## config.mk

```make
export PLATFORM = sky130hd
export DESIGN_NAME = bomb_scoring_engine_flat
export DESIGN_NICKNAME = d
export VERILOG_FILES = /design/src/rtl/bomb_scoring_engine_pkg.sv /design/src/rtl/bomb_scoring_engine_if.sv /design/src/rtl/bomb_scoring_engine_ship_map.sv /design/src/rtl/bomb_scoring_engine.sv /design/src/flat_wrapper.sv
export SDC_FILE = /design/constraint.sdc
export NUM_CORES = 1
export LEC_CHECK = 0
export CAP_MARGIN = 30
export CELL_PAD_IN_SITES_DETAIL_PLACEMENT = 0
export CELL_PAD_IN_SITES_GLOBAL_PLACEMENT = 1
export CORE_MARGIN = 2
export CORE_UTILIZATION = 35
export DETAILED_ROUTE_END_ITERATION = 10
export PLACE_DENSITY = 0.63
export SETUP_SLACK_MARGIN = 0.1
export SLEW_MARGIN = 0
export SYNTH_ARGS = -nofsm -noshare
export SYNTH_HDL_FRONTEND = slang
export SYNTH_HIERARCHICAL = 1
export SYNTH_SLANG_ARGS = --single-unit
```

## constraint.sdc

```tcl
create_clock -name clock -period 15.5 [get_ports clock]
set_input_delay 3.875 -clock clock [delete_from_list [all_inputs] [get_ports clock]]
set_output_delay 3.875 -clock clock [all_outputs]
set_load 0.03 [all_outputs]
```

## src/rtl/bomb_scoring_engine_pkg.sv

```systemverilog
// -----------------------------------------------------------------------------
// battleship_pkg
// Shared types and constants for the Battleship scoring engine:
//   state_t       - FSM state encoding (IDLE / SCAN / REPORT)
//   ship_class_t  - one-hot ship class, patrol = LSB ... carrier = MSB
//   SHIP_CELLS    - total number of ship squares on the board
//   SHIP_LAYOUT   - the fixed fleet placement (1-based x/y, horizontal or vertical)
//   keep_msb()    - reduces a class mask to its highest set bit
// -----------------------------------------------------------------------------
package battleship_pkg;

  typedef logic [1:0] state_t;
  localparam state_t ST_IDLE   = 2'd0;
  localparam state_t ST_SCAN   = 2'd1;
  localparam state_t ST_REPORT = 2'd2;

  typedef logic [4:0] ship_class_t;
  localparam ship_class_t CLASS_NONE = 5'b00000;
  localparam ship_class_t PATROL     = 5'b00001;
  localparam ship_class_t DESTROYER  = 5'b00010;
  localparam ship_class_t SUBMARINE  = 5'b00100;
  localparam ship_class_t BATTLESHIP = 5'b01000;
  localparam ship_class_t CARRIER    = 5'b10000;

  localparam int SHIP_CELLS = 19;
  localparam int NUM_SHIPS  = 6;

  // Last value of the 5x5 window counter (25 cells, 0..24)
  localparam logic [4:0] SCAN_LAST = 5'd24;

  typedef struct packed {
    logic [3:0]  x0;
    logic [3:0]  y0;
    logic [2:0]  len;
    logic        vertical;
    ship_class_t cls;
  } ship_t;

  // Fleet: 5 + 4 + 3 + 2 + 3 + 2 = 19 squares, no overlaps.
  // The carrier, battleship and submarine are stacked in the top-left corner
  // so a single big bomb there can sink most of three ships at once.
  localparam ship_t SHIP_LAYOUT [NUM_SHIPS] = '{
    '{x0: 4'd1, y0: 4'd1,  len: 3'd5, vertical: 1'b0, cls: CARRIER},
    '{x0: 4'd2, y0: 4'd2,  len: 3'd4, vertical: 1'b0, cls: BATTLESHIP},
    '{x0: 4'd3, y0: 4'd3,  len: 3'd3, vertical: 1'b0, cls: SUBMARINE},
    '{x0: 4'd7, y0: 4'd6,  len: 3'd2, vertical: 1'b0, cls: PATROL},
    '{x0: 4'd9, y0: 4'd8,  len: 3'd3, vertical: 1'b1, cls: DESTROYER},
    '{x0: 4'd1, y0: 4'd9,  len: 3'd2, vertical: 1'b0, cls: PATROL}
  };

  // Keeps only the most significant set bit so a merged mask stays one-hot
  function automatic ship_class_t keep_msb(input ship_class_t mask);
    ship_class_t result;
    result = CLASS_NONE;
    for (int i = 4; i >= 0; i--) begin
      if (mask[i] && (result == CLASS_NONE)) result[i] = 1'b1;
    end
    return result;
  endfunction

endpackage

```

## src/rtl/bomb_scoring_engine_if.sv

```systemverilog
// -----------------------------------------------------------------------------
// bomb_scoring_engine_if
// Request/result bundle between the board input debouncers (master) and the
// scoring engine (slave).
//   master -> slave : x, y, big, score
//   slave -> master : busy, done, is_hit, is_near_miss, is_miss, biggest_ship,
//                     hit_count, big_left, error, game_over
// -----------------------------------------------------------------------------
interface bomb_scoring_engine_if #(
  parameter int COORD_W = 4,
  parameter int HIT_W   = 5
);

  logic [COORD_W-1:0] x;
  logic [COORD_W-1:0] y;
  logic               big;
  logic               score;

  logic               busy;
  logic               done;
  logic               is_hit;
  logic               is_near_miss;
  logic               is_miss;
  logic [4:0]         biggest_ship;
  logic [HIT_W-1:0]   hit_count;
  logic [1:0]         big_left;
  logic               error;
  logic               game_over;

  modport master (
    output x, y, big, score,
    input  busy, done, is_hit, is_near_miss, is_miss, biggest_ship,
           hit_count, big_left, error, game_over
  );

  modport slave (
    input  x, y, big, score,
    output busy, done, is_hit, is_near_miss, is_miss, biggest_ship,
           hit_count, big_left, error, game_over
  );

endinterface

```

## src/rtl/bomb_scoring_engine_ship_map.sv

```systemverilog
// -----------------------------------------------------------------------------
// ship_map
// Combinational board lookup: returns the class of the ship occupying (x, y),
// or CLASS_NONE when the square is empty or off the board.
//   x, y : in  signed board coordinates (may be <1 or >GRID near the edges)
//   ship : out one-hot ship class
// -----------------------------------------------------------------------------
module ship_map
  import battleship_pkg::*;
#(
  parameter int GRID    = 10,
  parameter int COORD_W = 4
) (
  input  logic signed [COORD_W+1:0] x,
  input  logic signed [COORD_W+1:0] y,
  output ship_class_t               ship
);

  // Compare in plain integers so negative window offsets never alias onto
  // real squares; ships never overlap, so OR-ing matches is safe.
  always_comb begin
    int cx, cy, sx, sy, sl;
    ship = CLASS_NONE;
    cx   = int'(x);
    cy   = int'(y);
    sx   = 0;
    sy   = 0;
    sl   = 0;
    if ((cx >= 1) && (cx <= GRID) && (cy >= 1) && (cy <= GRID)) begin
      for (int i = 0; i < NUM_SHIPS; i++) begin
        sx = int'(SHIP_LAYOUT[i].x0);
        sy = int'(SHIP_LAYOUT[i].y0);
        sl = int'(SHIP_LAYOUT[i].len);
        if (SHIP_LAYOUT[i].vertical) begin
          if ((cx == sx) && (cy >= sy) && (cy < sy + sl)) ship = ship | SHIP_LAYOUT[i].cls;
        end else begin
          if ((cy == sy) && (cx >= sx) && (cx < sx + sl)) ship = ship | SHIP_LAYOUT[i].cls;
        end
      end
    end
  end

endmodule

```

## src/rtl/bomb_scoring_engine.sv

```systemverilog
// -----------------------------------------------------------------------------
// bomb_scoring_engine
// Sequential Battleship scorer. A score pulse in IDLE validates the shot, then
// the engine walks a 5x5 window around the target one cell per clock (always
// 25 cycles), classifies the shot as hit / near miss / miss, marks newly struck
// squares, and reports for one cycle with done.
//   clock   : in  system clock, rising edge
//   reset_L : in  asynchronous active-low reset
//   bus     : slave side of bomb_scoring_engine_if (request in, results out)
// -----------------------------------------------------------------------------
module bomb_scoring_engine
  import battleship_pkg::*;
#(
  parameter int GRID      = 10,
  parameter int COORD_W   = 4,
  parameter int BIG_BOMBS = 2,
  parameter int HIT_W     = 5
) (
  input  logic                 clock,
  input  logic                 reset_L,
  bomb_scoring_engine_if.slave bus
);

  localparam logic [COORD_W-1:0] GRID_C = COORD_W'(GRID);
  localparam int                 IDX_W  = $clog2(GRID * GRID);

  state_t               state;
  logic [4:0]           scan_cnt;
  logic [COORD_W-1:0]   tgt_x;
  logic [COORD_W-1:0]   tgt_y;
  logic                 tgt_big;

  logic                 acc_hit;
  logic                 acc_near;
  ship_class_t          acc_class;

  logic                 res_hit;
  logic                 res_near;
  logic                 res_miss;
  ship_class_t          res_class;
  logic                 res_error;

  logic [HIT_W-1:0]     hit_count;
  logic [1:0]           big_left;
  logic [GRID*GRID-1:0] struck;

  logic                 game_over;
  logic                 reject;

  logic [2:0]           col_idx;
  logic [2:0]           row_idx;
  logic [2:0]           adx;
  logic [2:0]           ady;
  logic signed [COORD_W+1:0] cell_x;
  logic signed [COORD_W+1:0] cell_y;
  ship_class_t          cell_class;
  logic                 in_foot;
  logic                 in_near;
  logic                 foot_hit;
  logic                 near_hit;
  logic [IDX_W-1:0]     cell_idx;
  logic                 new_strike;
  ship_class_t          merged_class;

  assign game_over = (hit_count == HIT_W'(SHIP_CELLS));

  assign reject = (bus.x == '0) || (bus.x > GRID_C) ||
                  (bus.y == '0) || (bus.y > GRID_C) ||
                  (bus.big && (big_left == 2'd0)) ||
                  game_over;

  // Decode the window counter into row-major offsets (index 0..4 maps to
  // offset -2..+2) and the absolute distances used by the footprint rules.
  always_comb begin
    col_idx = 3'(scan_cnt % 5'd5);
    row_idx = 3'(scan_cnt / 5'd5);
    adx     = (col_idx >= 3'd2) ? (col_idx - 3'd2) : (3'd2 - col_idx);
    ady     = (row_idx >= 3'd2) ? (row_idx - 3'd2) : (3'd2 - row_idx);
    cell_x  = $signed({2'b00, tgt_x} + {{(COORD_W-1){1'b0}}, col_idx} - (COORD_W+2)'(2));
    cell_y  = $signed({2'b00, tgt_y} + {{(COORD_W-1){1'b0}}, row_idx} - (COORD_W+2)'(2));
  end

  ship_map #(
    .GRID    (GRID),
    .COORD_W (COORD_W)
  ) u_ship_map (
    .x    (cell_x),
    .y    (cell_y),
    .ship (cell_class)
  );

  // Small bomb strikes the centre and feels the 4-neighbours; a big bomb
  // strikes the 3x3 block and feels the outer ring minus its corners.
  always_comb begin
    if (tgt_big) begin
      in_foot = (adx <= 3'd1) && (ady <= 3'd1);
      in_near = ((adx == 3'd2) || (ady == 3'd2)) && !((adx == 3'd2) && (ady == 3'd2));
    end else begin
      in_foot = (adx == 3'd0) && (ady == 3'd0);
      in_near = ((adx + ady) == 3'd1);
    end
    foot_hit     = (cell_class != CLASS_NONE) && in_foot;
    near_hit     = (cell_class != CLASS_NONE) && in_near;
    merged_class = foot_hit ? keep_msb(acc_class | cell_class) : acc_class;
    cell_idx     = '0;
    if (cell_class != CLASS_NONE) begin
      cell_idx = IDX_W'((int'(cell_y) - 1) * GRID + (int'(cell_x) - 1));
    end
    new_strike = foot_hit && !struck[cell_idx];
  end

  // Control FSM, shot latching, scan accumulators and the registered result.
  // The last window cell is folded directly into the result on the exit edge
  // so the outputs are already settled in the done cycle.
  always_ff @(posedge clock or negedge reset_L) begin
    if (!reset_L) begin
      state     <= ST_IDLE;
      scan_cnt  <= '0;
      tgt_x     <= '0;
      tgt_y     <= '0;
      tgt_big   <= 1'b0;
      acc_hit   <= 1'b0;
      acc_near  <= 1'b0;
      acc_class <= CLASS_NONE;
      res_hit   <= 1'b0;
      res_near  <= 1'b0;
      res_miss  <= 1'b0;
      res_class <= CLASS_NONE;
      res_error <= 1'b0;
      big_left  <= 2'(BIG_BOMBS);
    end else begin
      case (state)
        ST_IDLE: begin
          if (bus.score) begin
            if (reject) begin
              res_error <= 1'b1;
              res_hit   <= 1'b0;
              res_near  <= 1'b0;
              res_miss  <= 1'b0;
              res_class <= CLASS_NONE;
              state     <= ST_REPORT;
            end else begin
              tgt_x     <= bus.x;
              tgt_y     <= bus.y;
              tgt_big   <= bus.big;
              res_error <= 1'b0;
              acc_hit   <= 1'b0;
              acc_near  <= 1'b0;
              acc_class <= CLASS_NONE;
              scan_cnt  <= '0;
              if (bus.big) big_left <= big_left - 2'd1;
              state     <= ST_SCAN;
            end
          end
        end
        ST_SCAN: begin
          if (foot_hit) acc_hit <= 1'b1;
          if (near_hit) acc_near <= 1'b1;
          acc_class <= merged_class;
          if (scan_cnt == SCAN_LAST) begin
            res_hit   <= acc_hit | foot_hit;
            res_near  <= !(acc_hit | foot_hit) && (acc_near | near_hit);
            res_miss  <= !(acc_hit | foot_hit) && !(acc_near | near_hit);
            res_class <= merged_class;
            state     <= ST_REPORT;
          end else begin
            scan_cnt <= scan_cnt + 5'd1;
          end
        end
        ST_REPORT: begin
          state <= ST_IDLE;
        end
        default: begin
          state <= ST_IDLE;
        end
      endcase
    end
  end

  // Struck-square bookkeeping: a square counts once, re-strikes still report
  // a hit but leave the counter alone. The counter saturates at all-ones.
  always_ff @(posedge clock or negedge reset_L) begin
    if (!reset_L) begin
      struck    <= '0;
      hit_count <= '0;
    end else if ((state == ST_SCAN) && new_strike) begin
      struck[cell_idx] <= 1'b1;
      if (hit_count != '1) hit_count <= hit_count + HIT_W'(1);
    end
  end

  assign bus.busy         = (state == ST_SCAN);
  assign bus.done         = (state == ST_REPORT);
  assign bus.is_hit       = res_hit;
  assign bus.is_near_miss = res_near;
  assign bus.is_miss      = res_miss;
  assign bus.biggest_ship = res_class;
  assign bus.hit_count    = hit_count;
  assign bus.big_left     = big_left;
  assign bus.error        = res_error;
  assign bus.game_over    = game_over;

endmodule

```

## src/flat_wrapper.sv

```systemverilog
// flat-port wrapper written by rule: the top's interface ports become plain ports
module bomb_scoring_engine_flat import battleship_pkg::*;
#(
  parameter int GRID      = 10,
  parameter int COORD_W   = 4,
  parameter int BIG_BOMBS = 2,
  parameter int HIT_W     = 5
)
  (clock, reset_L, bus_x, bus_y, bus_big, bus_score, bus_busy, bus_done, bus_is_hit, bus_is_near_miss, bus_is_miss, bus_biggest_ship, bus_hit_count, bus_big_left, bus_error, bus_game_over);
  bomb_scoring_engine_if #(.COORD_W(COORD_W), .HIT_W(HIT_W)) bus_i ();
  input  logic clock;
  input  logic reset_L;
  input wire logic [$bits(bus_i.x)-1:0] bus_x;
  input wire logic [$bits(bus_i.y)-1:0] bus_y;
  input wire logic [$bits(bus_i.big)-1:0] bus_big;
  input wire logic [$bits(bus_i.score)-1:0] bus_score;
  output wire logic [$bits(bus_i.busy)-1:0] bus_busy;
  output wire logic [$bits(bus_i.done)-1:0] bus_done;
  output wire logic [$bits(bus_i.is_hit)-1:0] bus_is_hit;
  output wire logic [$bits(bus_i.is_near_miss)-1:0] bus_is_near_miss;
  output wire logic [$bits(bus_i.is_miss)-1:0] bus_is_miss;
  output wire logic [$bits(bus_i.biggest_ship)-1:0] bus_biggest_ship;
  output wire logic [$bits(bus_i.hit_count)-1:0] bus_hit_count;
  output wire logic [$bits(bus_i.big_left)-1:0] bus_big_left;
  output wire logic [$bits(bus_i.error)-1:0] bus_error;
  output wire logic [$bits(bus_i.game_over)-1:0] bus_game_over;
  assign bus_i.x = bus_x;
  assign bus_i.y = bus_y;
  assign bus_i.big = bus_big;
  assign bus_i.score = bus_score;
  assign bus_busy = bus_i.busy;
  assign bus_done = bus_i.done;
  assign bus_is_hit = bus_i.is_hit;
  assign bus_is_near_miss = bus_i.is_near_miss;
  assign bus_is_miss = bus_i.is_miss;
  assign bus_biggest_ship = bus_i.biggest_ship;
  assign bus_hit_count = bus_i.hit_count;
  assign bus_big_left = bus_i.big_left;
  assign bus_error = bus_i.error;
  assign bus_game_over = bus_i.game_over;
  bomb_scoring_engine #(.GRID(GRID), .COORD_W(COORD_W), .BIG_BOMBS(BIG_BOMBS), .HIT_W(HIT_W)) u_core (.clock(clock), .reset_L(reset_L), .bus(bus_i));
endmodule
```

==> metrics.md, run 1 <==
| Metric | Value |
|---|---|
| Share of layout cells above drive strength 1 | `11.5%` |
| Placed inst area | `8690 um^2` |
| Remaining DRCs | `0` |
| Worst reg2reg setup slack | `7.05 ns` |
| Post-synthesis sequential area ratio | `42.9%` |
| Worst hold path endpoint | `u_core/struck[90]` |
| Syn nets | `883` |
| DR vias | `6333` |
| Post-CTS Resized | `0` |
| Tmin final | `8.45 ns` |
| Detailed Place HPWL | `16000 um` |
| Max_cap viols | `0` |
| Core area | `22700 um^2` |
| Die Ht | `156 um` |
| Slew Limit Fails | `0` |
| N_diodes | `0` |
| Crit-path max FO | `25` |
| Postcts setup bufs | `0` |
| Cell Area, Synth | `8110 um^2` |
| WP data required | `15.86 ns` |
| Synthesis-stage register bit count | `139` |
| Final setup viols | `0` |
| Slew Limit Headroom | `43.4%` |
| Worst slew pin tran | `0.842 ns` |
| Vias per inst | `5.54` |
| R2R depth | `26` |
| Final Hold Fails | `0` |
| Synth cell types | `73` |
| PortBufs | `30` |
| Critical path class | `register to register` |
| Worst Setup End Kind | `register` |
| Largest net degree at the start of global routing | `67` |
| Synth area leaders | `dfrtp_1 43%, ha_1 6.8%, o21bai_1 5.6%` |
| Initial core utilization | `35.7%` |
| Hold Startpoint | `u_core/struck[90]` |
| Critical path's slowest cell | `fa_1` |
| Vias in the first global route | `6445` |
| Post-Synth XOR/XNOR Area | `2.98%` |
| Htree depth | `4` |
| Most frequent cells after synthesis | `138 x dfrtp_1, 71 x nand2_1, 66 x inv_1` |
| Final setup TNS | `0 ns` |
| Post-route cell area | `9260 um^2` |
| Fmax | `0.118 GHz` |
| Die ar. | `24400 um^2` |
| Drt total wl | `22600 um` |
| DRT Pass-1 Iters | `5` |
| CTS tree | `built` |
| Routability cong. | `0.848` |
| EDFF count, synth | `0` |
| Clock tree buffer depth | `2` |
| Post-synth ARST share | `100%` |
| Unrepaired setup endpoints after global routing | `no` |
| Largest family of logic cells by synthesized area | `compound AO/OA/AOI/OAI gates` |
| I/O Pins | `31` |
| First-pass GRT wire length | `36600 um` |
| Synth top area share | `42.6%` |
| Worst-Skew Late Latency | `0.43 ns` |
| Total CTS buffers | `17` |
| Number of synthesis warnings | `6` |
| FF-to-FF Start | `u_core/scan_cnt[2]` |
| Nets@finish | `907` |
| Rows | `55` |
| Crit start category | `register` |
| Routed Antenna Nets | `0` |
| Dominant cell type by area after synthesis | `dfrtp_1` |
| Worst hold stages | `1` |
| Cell count after synthesis | `822` |
| Final Cycle Share | `54.5%` |
| Setup Skew | `0.0121 ns` |
| GR Overflow Total | `0` |
| Post-Synth Adder-Cell Area | `8.02%` |
| Root Driver | `clkbuf_16` |
| Reg clk slew, reported paths | `0.06 ns` |
| Area delta synth->final | `14.2%` |
| CTS Hold Bufs | `0` |
| Mux contribution to synthesized area | `4.30%` |
| Initial drt markers | `376` |
| Clock Sinks | `139` |
| WP data arrival | `8.80 ns` |
| Worst flop-to-flop path endpoint | `u_core/struck[69]` |
| Count leader, synth | `dfrtp_1` |
| Ys flop type | `dfrtp_1` |
| Avg WL per Cell | `19.8 um` |
| Die width | `156 um` |
| Worst hold path class | `register to register` |
| Compound-Gate Fraction of Synth Area | `22.3%` |
| Post-synthesis area per instance | `9.87 um^2` |
| Post-synthesis simple-gate area fraction | `14.0%` |
| Slowest stage delay, CP | `0.93 ns` |
| Initial antenna violation count | `0` |
| Outcome | `complete, no violations` |
| GR Util All Layers | `19.4%` |
[flip-flops by register name, indices dropped and copies added (netlist names), 2 cells and up]
register / flops
u_core/struck: 100
u_core/state: 2
u_core/tgt_y: 4
u_core/acc_class: 5
u_core/bus.biggest_ship: 5
u_core/bus.big_left: 2
u_core/bus.hit_count: 5
u_core/scan_cnt: 5
u_core/tgt_x: 4
[layout by cell type, fill, tap and decap left out, types with 17 or more instances in the layout]
cell,n
o21bai_1,61
nor3_1,19
a21o_1,20
nand2_1,71
a21oi_1,28
ha_1,44
a31o_2,23
o21ai_0,37
inv_1,66
mux2i_1,18
clkdlybuf4s50_1,29
nand3_1,20
xnor2_1,19
clkbuf_16,17
dfrtp_1,138
nor2_1,33
[logic make-up after synthesis]
group,Yosys count
compound gates,252
xor+xnor,26
fa+ha+maj,49
buf+inv,104
flops,139
mux,31
simple gates,221
[per-layer routing]
layer	routed length, um	up-vias	GRT usage, %
met5	0	-	0
met4	532	0	6.68
met3	987	31	3.16
met2	10700	170	32.1
met1	10300	3118	25.9
li1	-	3014	-
[stage by stage]
stage	setup WS, ns	cells	utilization [%]	hold WS (ns)
CTS	7.07	1144	40.8	0.456
finish	7.05	1144	40.8	0.454
detailed placement	7.08	1112	38.3	0.443
global placement	6.76	1109	38.1	0.437
floorplan	8.80	822	-	0.420
global route	6.37	1144	40.8	0.475
[how the worst max path moves through the flow]
stage                        from                end  cells past startpoint
2_1_floorplan  u_core/scan_cnt[0]  u_core/struck[69]                     33
3_3_place_gp   u_core/scan_cnt[2]  u_core/struck[69]                     29
3_5_place_dp   u_core/scan_cnt[2]  u_core/struck[69]                     26
4_1_cts        u_core/scan_cnt[2]  u_core/struck[69]                     26
5_1_grt        u_core/scan_cnt[2]  u_core/struck[85]                     26
6_report       u_core/scan_cnt[2]  u_core/struck[69]                     26
[layout make-up]
cell class,count,area (um^2)
clock buffers,18,439
multi-input cells,579,4190
clock inverters,14,134
flip-flops and latches,139,3480
fillers,2237,13400
well taps,285,357
inverters,66,248
repair buffers,43,419
[worst max-delay path, delay by kind of cell (launching register included)]
family,cells,cell delay (ns)
fa+ha+maj,6,2.62
simple gates,7,2.48
compound gates,7,1.64
buf+inv,5,0.74
flops,1,0.48
mux,1,0.40
Power of run 1 is not shown: default switching activity piles up to over one toggle a cycle in this logic, so the estimate is an artifact.
==> inputs of run 2 (changes only) <==
--- a/config.mk
+++ b/config.mk
@@ -11,7 +11,7 @@
 export CORE_MARGIN = 2
 export CORE_UTILIZATION = 35
 export DETAILED_ROUTE_END_ITERATION = 10
-export PLACE_DENSITY = 0.63
+export PLACE_DENSITY = 0.65
 export SETUP_SLACK_MARGIN = 0.1
 export SLEW_MARGIN = 0
 export SYNTH_ARGS = -nofsm -noshare
==> constraint.sdc (replaced) <==
create_clock -name clock -period 7.77 [get_ports clock]
set_input_delay 1.9425 -clock clock [delete_from_list [all_inputs] [get_ports clock]]
set_output_delay 1.9425 -clock clock [all_outputs]
set_load 0.03 [all_outputs]
==> run 2 against run 1 <==
Die area stayed put. Via count is 1.9% higher. Largest cell class unchanged. Global-route usage is 0.093 points lower. Critical path depth is 5 higher. Design area is 2.6% higher. Worst setup slack worse by 6.5 ns. Critical path type unchanged. First-iteration DRC count is 25% higher. Maximum frequency is 17% higher. Count of clock-buffer cells in the layout stayed put.
==> metrics.md, run 2 (synthesis gave the netlist of run 1 again) <==
| Metric | Value |
|---|---|
| I/O Pins | `31` |
| Routed Antenna Nets | `0` |
| Crit-path max FO | `11` |
| Total CTS buffers | `17` |
| Slowest stage delay, CP | `0.49 ns` |
| Max_cap viols | `0` |
| Initial antenna violation count | `0` |
| DR vias | `6455` |
| Die Ht | `156 um` |
| GR Util All Layers | `19.3%` |
| Crit start category | `register` |
| Fmax | `0.139 GHz` |
| Die width | `156 um` |
| Tmin final | `7.21 ns` |
| Commonest non-fill, non-tap cell in the layout | `dfrtp_1` |
| Final setup TNS | `0 ns` |
| CTS tree | `built` |
| Max FFs per register | `100` |
| Worst-Skew Late Latency | `0.42 ns` |
| Critical path class | `register to register` |
| Gr busiest metal | `met2` |
| Unrepaired setup endpoints after global routing | `no` |
| Met1 Track Usage GR | `25.8%` |
| Slew Limit Fails | `0` |
| Initial drt markers | `471` |
| Final Hold Fails | `0` |
| Rows | `55` |
| Outcome | `complete, no violations` |
| Final Cycle Share | `92.7%` |
| CTS Hold Bufs | `0` |
| Root Driver | `clkbuf_16` |
| Nets@finish | `928` |
| N_diodes | `0` |
| Area delta synth->final | `17.1%` |
| Share of layout cells above drive strength 1 | `14.8%` |
| Initial core utilization | `35.7%` |
| Worst Setup End Kind | `register` |
| Routability cong. | `0.883` |
| Largest net degree at the start of global routing | `79` |
| Clock tree buffer depth | `2` |
| Drt total wl | `22300 um` |
| First-pass GRT wire length | `36500 um` |
| Vias per inst | `5.54` |
| Vias in the first global route | `6558` |
| Worst slew pin tran | `0.837 ns` |
| M2 GR Usage | `31.8%` |
| Most common cell on crit path | `ha_1` |
| Avg WL per Cell | `19.2 um` |
| Reg clk slew, reported paths | `0.06 ns` |
| WP data arrival | `7.51 ns` |
| DRT Pass-1 Iters | `5` |
| Most frequent cells in the layout | `138 x dfrtp_1, 70 x nand2_1, 66 x inv_1, 61 x o21bai_1, 44 x ha_1` |
| GR Overflow Total | `0` |
| Slew Limit Headroom | `43.8%` |
| Clock Sinks | `139` |
| Critical path's slowest cell | `fa_1` |
| Worst Hold Margin | `0.457 ns` |
| Register bank with the most flops | `u_core/struck` |
| Htree depth | `4` |
| Worst reg2reg setup slack | `0.56 ns` |
| Final setup viols | `0` |
| WP data required | `8.07 ns` |
| Worst hold path class | `register to register` |
| Die ar. | `24400 um^2` |
| Remaining DRCs | `0` |
| Setup Skew | `0.0126 ns` |
| Met3 usage | `4.21%` |
| PortBufs | `30` |
| Detailed Place HPWL | `15900 um` |
| Core area | `22700 um^2` |
==> run 2: worst paths after layout <==
check,startpoint,endpoint,cells past startpoint
hold / removal,u_core/struck[83],u_core/struck[83],1
setup / recovery,u_core/scan_cnt[0],u_core/bus.hit_count[4],31
min in group asynchronous,reset_L,u_core/tgt_x[1],1
setup reg to reg,u_core/scan_cnt[0],u_core/bus.hit_count[4],31
max in group asynchronous,reset_L,u_core/struck[47],2
hold reg to reg,u_core/struck[83],u_core/struck[83],1
==> run 2: cell type report <==
class,instances,area (um^2)
fill,2228,13200
timing repair buffer,63,562
clock inverter,14,175
inverter,66,248
sequential,139,3480
multi-input combinational,580,4240
tap,285,357
clock buffer,18,439
==> run 2: timing repair <==
item / CTS / global route
gates resized for setup: 0 / 13
setup endpoints to repair: 0 / 93
setup buffers: 0 / 4
==> run 2: worst max-delay path: cells and delay by family (launching register included) <==
family	cells	cell delay, ns
buffers and inverters	6	0.63
multiplexers	1	0.35
XOR/XNOR	1	0.24
AO/OA/AOI/OAI	5	0.88
adder cells (fa/ha/maj)	10	2.86
flip-flops	1	0.44
AND/OR/NAND/NOR	8	1.68
==> run 2: metrics by stage <==
stage | area, um^2 | setup WS [ns] | cells | utilization [%]
floorplan | 8110 | 1.07 | 822 | -
global placement | 8800 | 0.319 | 1128 | 38.8
detailed placement | 8800 | 0.314 | 1128 | 38.8
CTS | 9420 | 0.295 | 1160 | 41.5
global route | 9500 | 0.108 | 1165 | 41.8
finish | 9500 | 0.565 | 1165 | 41.8
==> run 2: per-layer routing <==
metal  vias to the layer above  share of wire, %
met5                         -                 0
met1                      3196                46
met2                       167                48
met4                         0               1.8
met3                        26               4.6
li1                       3066                 -
Power of run 2 is left out for the same reason.
==> inputs of run 3 (changes only) <==
--- a/config.mk
+++ b/config.mk
@@ -5,6 +5,7 @@
 export SDC_FILE = /design/constraint.sdc
 export NUM_CORES = 1
 export LEC_CHECK = 0
+export ABC_CLOCK_PERIOD_IN_PS = 7770
 export CAP_MARGIN = 30
 export CELL_PAD_IN_SITES_DETAIL_PLACEMENT = 0
 export CELL_PAD_IN_SITES_GLOBAL_PLACEMENT = 1
==> results of run 3 <==
Final layout, timing and power as in run 2 (identical DEF).
Power of run 3 is left out for the same reason.
